--- src/rtl/bpsk_pkg.sv ---
// Shared BPSK definitions: carrier table, bit mapping and FSM state types.
// The modulator imports the same package so both ends use one carrier table.
package bpsk_pkg;

  localparam int SAMPLE_W          = 8;
  localparam int SAMPLES_PER_CYCLE = 20;
  localparam int PHASE_W           = $clog2(SAMPLES_PER_CYCLE);
  localparam int PROD_W            = 2 * SAMPLE_W;

  // Bit value sent as +carrier; the other bit value is sent as -carrier.
  localparam logic BIT_POS_CARRIER = 1'b0;

  typedef enum logic { ST_IDLE, ST_RUN } main_state_e;
  typedef enum logic { ST_UNLOCKED, ST_LOCKED } lock_state_e;

  // One carrier period: round(127 * sin(2*pi*k/20)).
  function automatic logic signed [SAMPLE_W-1:0] carrier_lut(input logic [PHASE_W-1:0] phase);
    logic signed [SAMPLE_W-1:0] v;
    case (phase)
      5'd0:    v = 8'sd0;
      5'd1:    v = 8'sd39;
      5'd2:    v = 8'sd75;
      5'd3:    v = 8'sd103;
      5'd4:    v = 8'sd121;
      5'd5:    v = 8'sd127;
      5'd6:    v = 8'sd121;
      5'd7:    v = 8'sd103;
      5'd8:    v = 8'sd75;
      5'd9:    v = 8'sd39;
      5'd10:   v = 8'sd0;
      5'd11:   v = -8'sd39;
      5'd12:   v = -8'sd75;
      5'd13:   v = -8'sd103;
      5'd14:   v = -8'sd121;
      5'd15:   v = -8'sd127;
      5'd16:   v = -8'sd121;
      5'd17:   v = -8'sd103;
      5'd18:   v = -8'sd75;
      5'd19:   v = -8'sd39;
      default: v = 8'sd0;
    endcase
    return v;
  endfunction

endpackage

--- src/rtl/bpsk_carrier_ref.sv ---
// Local carrier reference: phase counter that steps once per accepted sample
// and a lookup into the shared carrier table.
module bpsk_carrier_ref
  import bpsk_pkg::*;
(
  input  logic                       clk,
  input  logic                       rst,
  input  logic                       advance,
  output logic signed [SAMPLE_W-1:0] carrier
);

  logic [PHASE_W-1:0] phase_q, phase_d;

  always_comb begin
    phase_d = phase_q;
    if (advance) begin
      phase_d = (phase_q == PHASE_W'(SAMPLES_PER_CYCLE - 1)) ? '0 : phase_q + 1'b1;
    end
  end

  always_ff @(posedge clk) begin
    if (rst) phase_q <= '0;
    else     phase_q <= phase_d;
  end

  assign carrier = carrier_lut(phase_q);

endmodule

--- src/rtl/bpsk_demod.sv ---
// Coherent BPSK demodulator: multiply by the local carrier, integrate over one
// symbol, slice on the sign, and track link health with a lock FSM.
//
// state       | meaning
// ST_IDLE     | out of reset, no sample accepted yet
// ST_RUN      | correlating; left only on reset
// ST_UNLOCKED | counting consecutive good symbols toward lock
// ST_LOCKED   | counting consecutive bad symbols toward unlock
module bpsk_demod
  import bpsk_pkg::SAMPLE_W, bpsk_pkg::PROD_W, bpsk_pkg::BIT_POS_CARRIER,
         bpsk_pkg::main_state_e, bpsk_pkg::lock_state_e,
         bpsk_pkg::ST_IDLE, bpsk_pkg::ST_RUN, bpsk_pkg::ST_UNLOCKED, bpsk_pkg::ST_LOCKED;
#(
  parameter int SAMPLES_PER_CYCLE = 20,
  parameter int SAMPLES_PER_BIT   = 60,
  parameter int ACC_W             = 24,
  parameter int LOCK_THRESH       = 100000,
  parameter int LOCK_SYMS         = 4
) (
  input  logic                       clk,
  input  logic                       rst,
  input  logic                       in_valid,
  input  logic signed [SAMPLE_W-1:0] in_sample,
  output logic                       bit_out,
  output logic                       bit_valid,
  output logic signed [ACC_W-1:0]    corr_out,
  output logic                       locked
);

  localparam int CNT_W  = $clog2(SAMPLES_PER_BIT);
  localparam int LCNT_W = $clog2(LOCK_SYMS + 1);

  if (ACC_W < 16 + $clog2(SAMPLES_PER_BIT)) begin : g_acc_w_chk
    $error("bpsk_demod: ACC_W too narrow for one symbol of full-scale products");
  end
  if (SAMPLES_PER_CYCLE != bpsk_pkg::SAMPLES_PER_CYCLE ||
      SAMPLES_PER_BIT % SAMPLES_PER_CYCLE != 0) begin : g_len_chk
    $error("bpsk_demod: symbol length must be whole carrier periods of the shared table");
  end

  logic signed [SAMPLE_W-1:0] carrier;
  logic signed [PROD_W-1:0]   samp_x, car_x, prod;
  logic signed [ACC_W-1:0]    sum;
  logic signed [ACC_W:0]      sum_x;
  logic [ACC_W:0]             mag;
  logic                       last, dump, good;

  main_state_e             state_q, state_d;
  lock_state_e             lock_state_q, lock_state_d;
  logic signed [ACC_W-1:0] acc_q, acc_d, corr_q, corr_d;
  logic [CNT_W-1:0]        count_q, count_d;
  logic [LCNT_W-1:0]       lock_cnt_q, lock_cnt_d;
  logic                    bit_q, bit_d, valid_q, valid_d, locked_q, locked_d;

  bpsk_carrier_ref u_carrier (
    .clk     (clk),
    .rst     (rst),
    .advance (in_valid),
    .carrier (carrier)
  );

  always_comb begin
    samp_x = PROD_W'(in_sample);
    car_x  = PROD_W'(carrier);
    prod   = samp_x * car_x;
    sum    = acc_q + ACC_W'(prod);
    // One extra bit so the most-negative sum still has a representable magnitude.
    sum_x  = (ACC_W+1)'(sum);
    mag    = sum_x[ACC_W] ? -sum_x : sum_x;
    good   = mag >= (ACC_W+1)'(LOCK_THRESH);
    last   = count_q == CNT_W'(SAMPLES_PER_BIT - 1);
    dump   = in_valid && last;

    state_d      = state_q;
    acc_d        = acc_q;
    count_d      = count_q;
    corr_d       = corr_q;
    bit_d        = bit_q;
    valid_d      = 1'b0;
    lock_state_d = lock_state_q;
    lock_cnt_d   = lock_cnt_q;
    locked_d     = locked_q;

    if (in_valid) begin
      state_d = ST_RUN;
      acc_d   = last ? '0 : sum;
      count_d = last ? '0 : count_q + 1'b1;
    end

    if (dump) begin
      corr_d  = sum;
      bit_d   = sum[ACC_W-1] ? ~BIT_POS_CARRIER : BIT_POS_CARRIER;
      valid_d = 1'b1;
      // Progress is a good symbol while unlocked, or a bad one while locked.
      if (good == (lock_state_q == ST_UNLOCKED)) begin
        if (lock_cnt_q == LCNT_W'(LOCK_SYMS - 1)) begin
          lock_cnt_d   = '0;
          lock_state_d = (lock_state_q == ST_UNLOCKED) ? ST_LOCKED : ST_UNLOCKED;
          locked_d     = (lock_state_q == ST_UNLOCKED);
        end else begin
          lock_cnt_d = lock_cnt_q + 1'b1;
        end
      end else begin
        lock_cnt_d = '0;
      end
    end
  end

  always_ff @(posedge clk) begin
    if (rst) begin
      state_q      <= ST_IDLE;
      acc_q        <= '0;
      count_q      <= '0;
      corr_q       <= '0;
      bit_q        <= 1'b0;
      valid_q      <= 1'b0;
      lock_state_q <= ST_UNLOCKED;
      lock_cnt_q   <= '0;
      locked_q     <= 1'b0;
    end else begin
      state_q      <= state_d;
      acc_q        <= acc_d;
      count_q      <= count_d;
      corr_q       <= corr_d;
      bit_q        <= bit_d;
      valid_q      <= valid_d;
      lock_state_q <= lock_state_d;
      lock_cnt_q   <= lock_cnt_d;
      locked_q     <= locked_d;
    end
  end

  assign bit_out   = bit_q;
  assign bit_valid = valid_q;
  assign corr_out  = corr_q;
  assign locked    = locked_q;

endmodule
--- config.mk ---
export PLATFORM = sky130hd
export DESIGN_NAME = bpsk_demod
export DESIGN_NICKNAME = d
export VERILOG_FILES = /design/src/rtl/bpsk_pkg.sv /design/src/rtl/bpsk_carrier_ref.sv /design/src/rtl/bpsk_demod.sv
export SDC_FILE = /design/constraint.sdc
export NUM_CORES = 1
export LEC_CHECK = 0
export CAP_MARGIN = 20
export CORE_ASPECT_RATIO = 2
export CORE_MARGIN = 2
export CORE_UTILIZATION = 40
export CTS_BUF_LIST = sky130_fd_sc_hd__clkbuf_8 sky130_fd_sc_hd__clkbuf_16
export DETAILED_ROUTE_END_ITERATION = 6
export PLACE_DENSITY_LB_ADDON = 0.08
export SYNTH_ARGS = -nofsm -noshare
export SYNTH_HDL_FRONTEND = slang
export SYNTH_SLANG_ARGS = --single-unit
--- constraint.sdc ---
create_clock -name clk -period 11.4 [get_ports clk]
set_input_delay 1.14 -clock clk [delete_from_list [all_inputs] [get_ports clk]]
set_output_delay 1.14 -clock clk [all_outputs]
set_load 0.1 [all_outputs]
==> impl_results.rst, run 1 <==
.. list-table::
   :header-rows: 1

   * - Metric
     - Value
   * - FILL cells
     - 1854
   * - Final slew viol count
     - 0
   * - Final worst-path setup slack
     - 2.94 ns
   * - Final hold violation count
     - 0
   * - Count of boundary I/O pins
     - 38
   * - Insertion delay of the later-clocked pin in the worst-skew pair
     - 0.35 ns
   * - Count of port buffers added during placement
     - 37
   * - Die Width
     - 101 µm
   * - Maximum single-stage delay on the critical path
     - 0.77 ns
   * - Number of instances resized during post-cts repair
     - 0
   * - Final critical-path share of the clock period
     - 0.742
   * - Vias after detailed routing
     - 5931
   * - # rows
     - 71
   * - Syn_area_per_cell
     - 9.03 µm²
   * - Crit-path most repeated cell
     - sky130_fd_sc_hd__fa_1
   * - Internal cell power
     - 1.02 mW
   * - Vias in the first global route
     - 6322
   * - Crit Reg-Reg Endpoint
     - lock_cnt_q[1]
   * - Category of the most critical setup path
     - in -> reg
   * - Final HPWL from detailed placement
     - 16.3 mm
   * - Multi-input gate area
     - 5590 µm²
   * - Clock share of power
     - 0.126
   * - Required time reported for the critical path endpoint
     - 11.64 ns
   * - Post CTS Setup Buffer Count
     - 0
   * - Timing endpoint of the critical path
     - lock_cnt_q[1]
   * - Distinct cells, synth
     - 65
   * - Count of routing violations after the opening detailed-route iteration
     - 253
   * - Hold-fix buffer count after cts
     - 0
   * - CTS tree
     - done
   * - Flop and latch count out of synthesis
     - 72
   * - Sequential cell area
     - 1440 µm²
   * - Worst relative slew slack
     - 0.341
   * - R2R Setup Slk
     - 3.85 ns
   * - Setup crit start
     - in_sample[7]
   * - Clk slew on worst S/H paths
     - 0.06 ns
   * - Average wire length per cell after detail routing
     - 18.3 µm
   * - Number of maximum-capacitance violations
     - 0
   * - Height of the chip
     - 198 µm
   * - Worst Setup Start Kind
     - input pin
   * - Net switching fraction of the power
     - 0.514
   * - Pre-CTS WS
     - 2.55 ns
   * - Upper clock frequency limit
     - 118 MHz
   * - Die outline area
     - 20100 µm²
   * - Number of cells on the worst reg-to-reg path
     - 19
   * - Vias per std cell
     - 5.45
   * - DR DRC count
     - 0
   * - Slew at the pin with the worst max-slew slack
     - 0.986 ns
   * - Classification of the worst-slack hold path
     - reg -> reg
   * - Synth async-reset ratio
     - 0
   * - Unrepaired setup endpoints after global routing
     - no
   * - Arrival time of data at the critical path endpoint
     - 8.71 ns
   * - FF-to-FF Start
     - u_carrier.carrier[0]
   * - Fin nets
     - 1044
   * - Register area share after synthesis
     - 0.191
   * - Switching Power
     - 1.07 mW
   * - Clk sinks
     - 72
   * - Mapped Area
     - 7560 µm²
   * - P per Cell Area
     - 247 nW/µm²
   * - Ys Warns
     - 0
   * - Mapped Nets
     - 1015
   * - CP max-delay cell
     - sky130_fd_sc_hd__and2_1
   * - Outcome
     - finished, final reports clean
   * - Initial antenna violation count
     - 0
   * - Final period demand of the worst path
     - 8.46 ns
   * - Pin count of the biggest net entering global routing
     - 70
   * - ANT cells
     - 0
   * - Area delta synth->final
     - 11.8%
   * - Post-synth top flop
     - sky130_fd_sc_hd__dfxtp_1
   * - Static power due to leakage
     - 3.83 nW
   * - Antenna violation net count after detailed routing
     - 0
   * - Global-route wire length before repair
     - 33.0 mm
   * - Worst Clk Skew
     - 0.0111 ns
   * - Critical path, cell by cell
     - clkdlybuf4s50_1 > and2_1 > inv_1 > fa_1 > inv_1 > fa_1 > fa_1 > fa_1 > fa_1 > ha_1 > o211ai_1 > o2111a_1 > a221oi_1 > o221ai_1 > or4_4 > o31ai_4 > mux2_4 > a221oi_4 > xnor2_1 > a32o_1
   * - Number of clock buffers inserted by TritonCTS
     - 9
   * - Buffer levels on the longest clock path
     - 2
   * - Largest fanout on the critical path
     - 17
   * - Global placer's final weighted congestion
     - 0.967
   * - Count of flip-flops with a built-in enable after synthesis
     - 0
   * - Number of instances in the synthesized netlist
     - 837
   * - Maximum VDD drop
     - 0.101 mV
   * - Fraction of layout cells with a size suffix above 1
     - 0.0529
   * - CTS H-Tree Depth
     - 3
   * - Total iterations of the first detailed-routing run
     - 5
   * - Post-Route WL
     - 19.9 mm
   * - Total grt overflow
     - 0
   * - Initial Utilization
     - 0.405
   * - Relative contribution of combinational cells to total power
     - 0.723
   * - Total setup violations reported at the end of the flow
     - 0
   * - Area of the core
     - 18700 µm²
   * - Total GRT Usage
     - 0.213
   * - Category of the worst setup path capture point
     - flop
   * - Sequential fraction of design power
     - 0.151
   * - Library cell used as clock root buffer
     - sky130_fd_sc_hd__clkbuf_16
   * - Setup TNS
     - 0 ns
[how the worst min path moves through the flow]
stage	slack [ns]	startpoint	to	cells past startpoint
5_1_grt	0.48	corr_out[18]	corr_out[18]	2
2_1_floorplan	0.45	lock_cnt_q[1]	lock_cnt_q[1]	1
6_report	0.46	corr_out[22]	corr_out[22]	2
3_5_place_dp	0.45	corr_out[22]	corr_out[22]	2
4_1_cts	0.46	corr_out[22]	corr_out[22]	2
3_3_place_gp	0.45	corr_out[22]	corr_out[22]	2
[per-stage QoR]
stage	cells	util	instance area [µm²]	power, mW	hold slack [ns]
2_1_floorplan	837	-	7560	1.42	0.446
3_3_place_gp	1069	0.434	8100	1.81	0.451
3_5_place_dp	1069	0.434	8100	1.83	0.452
4_1_cts	1084	0.449	8370	2.11	0.461
5_1_grt	1089	0.453	8450	2.31	0.483
6_report	1089	0.453	8450	2.09	0.457
[sequential cells by signal, summed over array words and instances (netlist names)]
signal,flops
lock_state_q,1
bit_valid,1
acc_q,24
count_q,6
u_carrier.carrier,8
lock_cnt_q,3
corr_out,24
u_carrier.phase_q,5
[cell type report]
type                            instances  share of cell area
Clock buffer                            9              0.0266
Tap cell                              219              0.0324
Clock inverter                          6             0.00548
Multi-Input combinational cell        629               0.661
Sequential cell                        72               0.171
Timing Repair Buffer                   45              0.0557
Inverter                              109              0.0484
[cell usage after synthesis, drive strengths merged, types with 3 or more instances]
master   instances  share of area
or3              3         0.0025
dfxtp           72           0.19
a221oi           4         0.0078
or2              6         0.0050
nand3b           3         0.0030
nand4            7         0.0058
inv            108          0.054
nand2b           7         0.0058
mux2             3         0.0050
nand3            4         0.0026
fa             104           0.28
and2            44          0.037
a21o             5         0.0051
a22oi           22          0.022
nor3b            6         0.0060
a31oi            3         0.0025
xor2             8         0.0093
nand2           88          0.044
o21a             5         0.0050
ha              63           0.10
a21oi           54          0.036
nor2            70          0.035
mux2i            6         0.0079
nor3            14         0.0093
xnor2           15          0.018
nor2b           11         0.0091
o2111ai          4         0.0046
a211oi           8         0.0096
o211ai           7         0.0070
o31ai            3         0.0048
buf              3         0.0020
clkbuf          24          0.015
o21ai           23          0.015
or4              5         0.0065
[layer usage]
metal  GRT usage  vias up  routed length [µm]
met5           0        -                   0
met2       0.415       97               11700
li1            -     2834                   -
met4      0.0661        0                 479
met3      0.0242       32                 389
met1       0.234     2968                7290
[cell families after synthesis]
logic type	count (synthesis)	synth area share
AO/OA/AOI/OAI	154	0.139
XOR/XNOR	23	0.0276
adder cells (fa/ha/maj)	167	0.380
buffers and inverters	136	0.0707
flip-flops	72	0.191
multiplexers	9	0.0129
AND/OR/NAND/NOR	276	0.180
[power by group through the flow]
stage,logic (mW),registers (mW),clock network (mW)
6_report,1.51,0.315,0.263
2_1_floorplan,1.11,0.309,0
5_1_grt,1.71,0.320,0.283
3_5_place_dp,1.50,0.322,0
4_1_cts,1.52,0.316,0.270
3_3_place_gp,1.49,0.322,0
[critical path, delay by kind of cell]
| kind | cells | cell delay (ns) |
|---|---|---|
| adder cells (fa/ha/maj) | 6 | 2.92 |
| AO/OA/AOI/OAI | 7 | 2.07 |
| AND/OR/NAND/NOR | 2 | 1.30 |
| buffers and inverters | 3 | 0.81 |
| multiplexers | 1 | 0.33 |
| XOR/XNOR | 1 | 0.11 |
[layout by cell type (no fill, tap or decap), drive strengths merged, types with 9 or more instances in the layout]
cell type      count
and2              44
clkdlybuf4s50     36
nor3              14
fa               104
clkbuf             9
nor2b             11
xnor2             15
a22oi             22
ha                63
a21oi             54
nand2             88
buf                9
inv              109
o21ai             23
nor2              70
dfxtp             72
Power figures use the tool's default switching activity.
==> run 2, diff against run 1 <==
==> constraint.sdc (replaced) <==
create_clock -name clk -period 7.74 [get_ports clk]
set_input_delay 0.774 -clock clk [delete_from_list [all_inputs] [get_ports clk]]
set_output_delay 0.774 -clock clk [all_outputs]
set_load 0.1 [all_outputs]
==> impl_results.rst, run 2 (same netlist as run 1, synthesis figures left out) <==
.. list-table::
   :header-rows: 1

   * - Metric
     - Value
   * - Outcome
     - finished, final reports clean
   * - Classification of the worst-slack hold path
     - reg -> reg
   * - Slew at the pin with the worst max-slew slack
     - 1.08 ns
   * - Number of clock buffers inserted by TritonCTS
     - 9
   * - Arrival time of data at the critical path endpoint
     - 7.45 ns
   * - Required time reported for the critical path endpoint
     - 7.97 ns
   * - Category of the most critical setup path
     - in -> reg
   * - Fin nets
     - 1065
   * - Static power due to leakage
     - 3.94 nW
   * - Initial Utilization
     - 0.405
   * - Final worst-path setup slack
     - 0.515 ns
   * - Relative contribution of combinational cells to total power
     - 0.742
   * - Met1 routed wirelength after detailed routing
     - 7.42 mm
   * - Final critical-path share of the clock period
     - 0.933
   * - FILL cells
     - 1866
   * - DR WL met2
     - 12.0 mm
   * - CTS tree
     - done
   * - Clock share of power
     - 0.120
   * - Worst Setup Start Kind
     - input pin
   * - Routed length on met3
     - 334 µm
   * - Die Width
     - 101 µm
   * - Final HPWL from detailed placement
     - 17.1 mm
   * - Vias per std cell
     - 5.44
   * - Switching Power
     - 1.69 mW
   * - Pin count of the biggest net entering global routing
     - 70
   * - Library cell used as clock root buffer
     - sky130_fd_sc_hd__clkbuf_16
   * - Die outline area
     - 20100 µm²
   * - Internal cell power
     - 1.68 mW
   * - Final worst hold slack
     - 0.462 ns
   * - Area of the core
     - 18700 µm²
   * - Net switching fraction of the power
     - 0.500
   * - Placed inst area
     - 8300 µm²
   * - Worst relative slew slack
     - 0.278
   * - Fraction of layout cells with a size suffix above 1
     - 0.0762
   * - Pre-CTS WS
     - 0.134 ns
   * - R2R Setup Slk
     - 1.08 ns
   * - Tot Pwr
     - 3.37 mW
   * - Final hold violation count
     - 0
   * - Number of maximum-capacitance violations
     - 0
   * - Worst Clk Skew
     - 0.0104 ns
   * - Area delta synth->final
     - 13.9%
   * - Unrepaired setup endpoints after global routing
     - no
   * - Count of boundary I/O pins
     - 38
   * - Clk sinks
     - 72
   * - P per Cell Area
     - 392 nW/µm²
   * - Total GRT Usage
     - 0.218
   * - Post-Route WL
     - 20.6 mm
   * - Antenna violation net count after detailed routing
     - 0
   * - # rows
     - 71
   * - Total iterations of the first detailed-routing run
     - 5
   * - Largest fanout on the critical path
     - 8
   * - Top routing layer used
     - met4
   * - Buffer levels on the longest clock path
     - 2
   * - Multi-input gate area
     - 5590 µm²
   * - Hold-fix buffer count after cts
     - 0
   * - Count of port buffers added during placement
     - 37
   * - Global placer's final weighted congestion
     - 0.891
   * - Clk slew on worst S/H paths
     - 0.06 ns
   * - Maximum VDD drop
     - 0.156 mV
   * - Upper clock frequency limit
     - 138 MHz
   * - Sequential fraction of design power
     - 0.139
   * - Average wire length per cell after detail routing
     - 18.5 µm
   * - Most common cell after layout, fill and taps aside
     - sky130_fd_sc_hd__inv_1
   * - Total setup violations reported at the end of the flow
     - 0
   * - Final period demand of the worst path
     - 7.22 ns
   * - Vias after detailed routing
     - 6047
   * - Top library cells by usage in the layout, fill and taps aside
     - sky130_fd_sc_hd__inv_1, sky130_fd_sc_hd__fa_1, sky130_fd_sc_hd__nand2_1, sky130_fd_sc_hd__dfxtp_1, sky130_fd_sc_hd__nor2_1
   * - Category of the worst setup path capture point
     - flop
   * - Vias in the first global route
     - 6645
   * - Final non-filler cell area
     - 8610 µm²
   * - ANT cells
     - 0
   * - Setup TNS
     - 0 ns
   * - Global-route wire length before repair
     - 33.7 mm
   * - Final slew viol count
     - 0
   * - DR DRC count
     - 0
   * - Count of routing violations after the opening detailed-route iteration
     - 222
   * - Insertion delay of the later-clocked pin in the worst-skew pair
     - 0.34 ns
   * - CTS H-Tree Depth
     - 3
   * - Height of the chip
     - 198 µm
   * - Initial antenna violation count
     - 0
   * - Sequential cell area
     - 1440 µm²
   * - Total grt overflow
     - 0
## run 2: cell types whose count changed in the layout (fill, tap and decap cells not counted), sizes merged
cell	delta
clkinv	-1
buf	+21
clkbuf	+2
## run 2: worst paths after layout
kind | startpoint | endpoint | cells after the start
setup / recovery | in_sample[7] | lock_cnt_q[1] | 22
hold / removal | corr_out[0] | corr_out[0] | 2
setup reg to reg | u_carrier.carrier[7] | lock_cnt_q[2] | 19
hold reg to reg | corr_out[0] | corr_out[0] | 2
## run 2: metal layers
| layer | track usage | up-vias |
|---|---|---|
| li1 | - | 2877 |
| met1 | 0.226 | 3040 |
| met2 | 0.425 | 97 |
| met3 | 0.0207 | 33 |
| met4 | 0.0956 | 0 |
| met5 | 0 | - |
## run 2: timing repair
action | in CTS | in global routing
gates resized for setup | 0 | 1
endpoints found under the setup margin | 0 | 2
setup buffers | 0 | 0
## run 2: power by group through the flow
stage / registers, mW / logic [mW] / clock network (mW)
finish: 0.468 / 2.50 / 0.403
global route: 0.474 / 2.78 / 0.425
CTS: 0.469 / 2.53 / 0.415
detailed placement: 0.478 / 2.51 / 0
global placement: 0.477 / 2.49 / 0
floorplan: 0.455 / 1.64 / 0
## run 2: stage by stage
stage          instances   util
5_1_grt             1111  0.461
6_report            1111  0.461
4_1_cts             1110  0.460
3_3_place_gp        1093  0.444
3_5_place_dp        1094  0.445
2_1_floorplan        837      -
## run 2: area by class of cell
cell class,count,share of cell area
multi-input combinational,629,0.649
sequential,72,0.167
timing repair buffer,66,0.0701
inverter,109,0.0475
tap,219,0.0318
clock buffer,11,0.0294
clock inverter,5,0.00451
## run 2: critical path, stage by stage
cell                              delay, ns
sky130_fd_sc_hd__clkdlybuf4s50_1       0.61
sky130_fd_sc_hd__nand2_1               0.19
sky130_fd_sc_hd__inv_1                 0.12
sky130_fd_sc_hd__fa_1                  0.45
sky130_fd_sc_hd__inv_1                 0.22
sky130_fd_sc_hd__fa_1                  0.49
sky130_fd_sc_hd__inv_1                 0.29
sky130_fd_sc_hd__fa_1                  0.48
sky130_fd_sc_hd__fa_1                  0.50
sky130_fd_sc_hd__ha_1                  0.30
sky130_fd_sc_hd__ha_1                  0.37
sky130_fd_sc_hd__and4_1                0.26
sky130_fd_sc_hd__nor2b_1               0.16
sky130_fd_sc_hd__a2111oi_1             0.40
sky130_fd_sc_hd__o211ai_1              0.18
sky130_fd_sc_hd__a2111oi_0             0.43
sky130_fd_sc_hd__buf_4                 0.19
sky130_fd_sc_hd__nand2_1               0.05
sky130_fd_sc_hd__mux2_4                0.28
sky130_fd_sc_hd__a221oi_4              0.32
sky130_fd_sc_hd__xnor2_1               0.11
sky130_fd_sc_hd__a32o_1                0.25
==> edit 1: new RTL, settings of run 1 <==
Register the inputs `in_valid` and `in_sample` before use. The logic sees them one clock later.
--- a/src/rtl/bpsk_demod.sv
+++ b/src/rtl/bpsk_demod.sv
@@ -32,2 +32,10 @@
 
+  logic in_valid_q;
+  logic signed [SAMPLE_W-1:0] in_sample_q;
+
+  always_ff @(posedge clk) begin
+    in_valid_q  <= in_valid;
+    in_sample_q <= in_sample;
+  end
+
   if (ACC_W < 16 + $clog2(SAMPLES_PER_BIT)) begin : g_acc_w_chk
@@ -57,3 +65,3 @@
     .rst     (rst),
-    .advance (in_valid),
+    .advance (in_valid_q),
     .carrier (carrier)
@@ -62,3 +70,3 @@
   always_comb begin
-    samp_x = PROD_W'(in_sample);
+    samp_x = PROD_W'(in_sample_q);
     car_x  = PROD_W'(carrier);
@@ -71,3 +79,3 @@
     last   = count_q == CNT_W'(SAMPLES_PER_BIT - 1);
-    dump   = in_valid && last;
+    dump   = in_valid_q && last;
 
@@ -83,3 +91,3 @@
 
-    if (in_valid) begin
+    if (in_valid_q) begin
       state_d = ST_RUN;
Function: no difference found for any inputs over 10 cycles, from zero or initial values and one cycle with rst high; that may be too few to reach the edited logic, so the function may still have changed.
==> edit 1 against run 1 <==
  * Synthesized area rose by 0.41%
  * Setup slack better by 1500 ps
  * Power up 25%
  * Global-route usage is 0.31 points higher
  * Critical path type is now flop to flop
  * Highest routed layer unchanged
  * Synthesized cell count is 2.0% lower
  * Sequential cell count up 9
  * Sequential share of layout area is 1.9 points higher
  * Routed wire length rose by 2.1%
  * Clock power is 30% higher
  * Maximum frequency rose by 21%
  * Cell area rose by 1.2%
  * Count of clock-buffer cells in the layout unchanged
  * Worst hold slack got worse by 3.4 ps
  * Die area rose by 0.40%
==> edit 1: results (changes against run 1) <==
stage	metric	value	unit	change
worst_setup_path	arrival	7200	ps	-1510 ps
yosys	synth_ff_type	dfxtp_1		
timing	worst_pin_slew	997	ps	+11.5 ps
global_routing	grt_pass1_vias	6465		+2.3%
global_routing	grt_pass1_wl	32800	µm	-0.50%
clock_tree	cts_buffer_depth	2		unchanged
timing	finClkSkew	10.7	ps	-0.412 ps
yosys	yosys-top-cells-area	fa_1, dfxtp_1, ha_1, inv_1, nand2_1		
worst_setup_path	r2r_slack	4400	ps	+550 ps
detailed_routing	avgRoutedWirePerCell	18.4	µm	+0.49%
clock_tree	cts_buffers	9		unchanged
yosys	syn_nets	998		-1.7%
clock_tree	postCtsResizedCells	0		unchanged
layout	drive_gt1_frac	0.0411		-0.0117
place	placed_cells	1090		+2.0%
layout	antenna_cells	0		unchanged
detailed_routing	vias	5779		-2.6%
yosys	async_flop_share	0		unchanged
outcome	status	complete, no violations		
global_routing	grt_usage	0.216		+0.00310
worst_setup_path	cp_slowest_stage_delay	800	ps	+30 ps
detailed_routing	drt_iter0_markers	177		-30%
place	gp_congestion	0.912		-5.7%
power	ir_drop	187	µV	+85%
yosys	synthTopCellsByCount	inv_1, fa_1, nand2_1		
yosys	syn_inst	820		-2.0%
detailed_routing	postRouteWirelength	20300	µm	+2.1%
power	power.leakage	3.87	nW	+0.91%
yosys	ys_seq_area_frac	0.214		+0.0229
worst_setup_path	cp_slowest_cell	and2_1		
layout	area_growth	12.7	%	
place	dp_hpwl	16600	µm	+2.0%
yosys	yosysUniqueCellTypes	60		-7.7%
global_routing	grt_start_max_net_pins	63		-10%
-- edit 1: changes by cell type after synthesis, moves of 8 or more --
cell     change
a21oi_1      -8
dfxtp_1      +9
nand3_1      +9
nor2_1      -21
o21ai_0     -10
xor2_1       +9
-- edit 1: metal layers --
layer,up-vias,part of all wire,global-route usage
li1,2743,-,-
met1,2874,0.32,0.199
met2,112,0.60,0.433
met3,50,0.020,0.0246
met4,0,0.062,0.126
met5,-,0,0
-- edit 1: layout make-up --
class	instances	area (µm²)
clock inverters	6	115
repair buffers	41	415
flip-flops and latches	81	1620
multi-input cells	605	5450
clock buffers	9	225
well taps	255	319
fillers	1856	10200
inverters	109	409
-- edit 1: final timing paths --
check / startpoint / end / cells past startpoint
max: in_sample_q[7] / lock_state_q / 19
min: corr_out[20] / corr_out[20] / 2
max reg2reg: in_sample_q[7] / lock_state_q / 19
min reg2reg: corr_out[20] / corr_out[20] / 2
-- edit 1: through the flow --
| step | hold WS (ps) | area [µm²] | power [W] | setup WS, ps |
|---|---|---|---|---|
| 2_1_floorplan | 431 | 7590 | 0.00173 | 5210 |
| 3_3_place_gp | 446 | 8190 | 0.00225 | 4490 |
| 3_5_place_dp | 449 | 8190 | 0.00228 | 4300 |
| 4_1_cts | 456 | 8530 | 0.00264 | 4260 |
| 5_1_grt | 484 | 8560 | 0.00286 | 3790 |
| 6_report | 453 | 8560 | 0.00262 | 4400 |
-- edit 1: kinds of logic (layout without fill, tap and decap cells) --
group | count (synthesis) | after routing | synth area share
AND/OR/NAND/NOR | 261 | 261 | 0.170
adder cells (fa/ha/maj) | 167 | 167 | 0.378
buffers and inverters | 134 | 165 | 0.0691
XOR/XNOR | 36 | 36 | 0.0415
multiplexers | 5 | 5 | 0.00676
AO/OA/AOI/OAI | 136 | 136 | 0.121
flip-flops | 81 | 81 | 0.214
-- edit 1: worst min-delay path, stage by stage (launching register included) --
cell	delay (ps)
dfxtp_1	310
nand2_1	50
a21oi_1	50
-- edit 1: report_power, final --
part / internal [W] / total (W) / switching [W]
logic: 0.000717 / 0.00193 / 0.00121
registers: 0.000315 / 0.000352 / 0.0000368
clock network: 0.000214 / 0.000341 / 0.000127
==> edit 2: new RTL, settings of run 1 <==
Without the edit above. The parameter `LOCK_THRESH` goes from 100000 to 65536.
--- a/src/rtl/bpsk_demod.sv
+++ b/src/rtl/bpsk_demod.sv
@@ -16,3 +16,3 @@
   parameter int ACC_W             = 24,
-  parameter int LOCK_THRESH       = 100000,
+  parameter int LOCK_THRESH       = 65536,
   parameter int LOCK_SYMS         = 4
Check against the original RTL: same outputs for any inputs over 10 cycles, from zero or initial values and one cycle with rst high; that may be too few to reach the edited logic, so the function may still have changed.
==> edit 2 against run 1 <==
  * Combinational power up 25%
  * Critical path depth up 2
  * Sequential cell count unchanged
  * Register-to-register slack worse by 180 ps
  * Routed wire length up 1.9%
  * Cell area up 1.2%
  * Setup slack worse by 90 ps
  * Worst hold slack better by 0.91 ps
  * Non-clock buffer count down 5
  * Power up 20%
  * Maximum frequency down 1.1%
  * Synthesized area up 1.7%
  * Synthesized cell count up 1.1%
  * Largest power group unchanged
==> edit 2: results (changes against run 1) <==
stage	metric	value	unit	change
yosys	synthTopCellsByCount	inv_1, fa_1, nand2_1		
layout	drive_gt1_frac	0.0552		+0.00230
timing	fin_setup_tns	0	ps	unchanged
outcome	status	complete, no violations		
clock_tree	cts_buffer_depth	2		unchanged
yosys	syn_nets	1025		+0.99%
timing	finClkSkew	8.50	ps	-2.59 ps
clock_tree	cts_buffers	9		unchanged
power	power.internal	0.00118	W	+16%
layout	antenna_cells	0		unchanged
power	powerSeq	0.000332	W	+5%
power	power.switching	0.00133	W	+24%
place	dp_hpwl	16900	µm	+3.6%
clock_tree	h-tree-depth	3		unchanged
yosys	yosys-top-cells-area	fa_1, dfxtp_1, ha_1, inv_1, nand2_1		
power	ir_drop	216	µV	+110%
clock_tree	cts-root-buf	clkbuf_16		
place	placed_cell_area	8220	µm²	+1.5%
detailed_routing	drt_iter0_markers	231		-8.7%
global_routing	grt_start_max_net_pins	64		-8.6%
clock_tree	postCtsSetupBuffers	0		unchanged
clock_tree	clk_latency	340	ps	
global_routing	grt_pass1_wl	33600	µm	+1.8%
yosys	yosysUniqueCellTypes	80		+23%
worst_setup_path	cp_slowest_cell	and2_1		
yosys	ys_seq_area_frac	0.187		-0.00323
clock_tree	clk_pin_slew	60	ps	about the same
power	power.leakage	3.90	nW	+1.7%
detailed_routing	viasPerCell	5.30		-2.7%
worst_setup_path	arrival	8780	ps	+70 ps
timing	maxSlewHeadroom	0.336		-0.00481
power	p_clk_frac	0.115		-0.011
detailed_routing	avgRoutedWirePerCell	18.0	µm	-1.3%
clock_tree	postCtsResizedCells	0		unchanged
worst_setup_path	cp_slowest_stage_delay	790	ps	+20 ps
place	gp_congestion	0.835		-14%
global_routing	grt_usage	0.216		+0.00233
global_routing	grt_pass1_vias	6670		+5.5%
worst_setup_path	cp_max_fo	17		unchanged
[edit 2: cell count changes in the layout (fill, tap and decap cells not counted), moves of 6 or more]
| cell | before | now |
|---|---|---|
| o21ai_0 | 23 | 14 |
| nand3_1 | 4 | 11 |
| a21o_1 | 4 | 10 |
| a21oi_1 | 54 | 48 |
| nor2_1 | 69 | 63 |
| xor2_1 | 8 | 16 |
| and2_1 | 43 | 35 |
[edit 2: cell type report]
cell class	count	area [µm²]
Tap cell	255	319
Inverter	113	424
Multi-Input combinational cell	629	5660
Sequential cell	72	1440
Clock inverter	7	77.6
Clock buffer	9	225
Fill cell	1875	10300
Timing Repair Buffer	40	408
[edit 2: stage by stage]
| step | instances | utilization | setup slack (ps) |
|---|---|---|---|
| 6_report | 1125 | 0.454 | 2850 |
| 5_1_grt | 1125 | 0.454 | 2250 |
| 4_1_cts | 1124 | 0.453 | 2790 |
| 3_5_place_dp | 1108 | 0.437 | 2440 |
| 3_3_place_gp | 1108 | 0.437 | 2610 |
| 2_1_floorplan | 846 | - | 3720 |
[edit 2: logic make-up (layout without fill, tap and decap cells)]
group           Yosys count  in the layout  synth area share
xor+xnor                 35             35            0.0399
compound gates          153            153             0.136
mux                       5              5           0.00700
simple gates            268            268             0.178
fa+ha+maj               168            168             0.375
flops                    72             72             0.187
buf+inv                 145            169            0.0771
[edit 2: path summary, 6_finish.rpt]
kind	cells after the start	slack, ps	to	from
max	22	2850	lock_cnt_q[1]	in_sample[7]
min	2	460	corr_out[13]	corr_out[13]
max reg2reg	21	3670	lock_cnt_q[1]	u_carrier.carrier[0]
min reg2reg	2	460	corr_out[13]	corr_out[13]
[edit 2: layer usage]
metal	share of wire	wire [µm]	GRT usage
met4	0.069	1410	0.130
met1	0.33	6680	0.203
met3	0.019	392	0.0251
met5	0	0	0
met2	0.58	11800	0.426
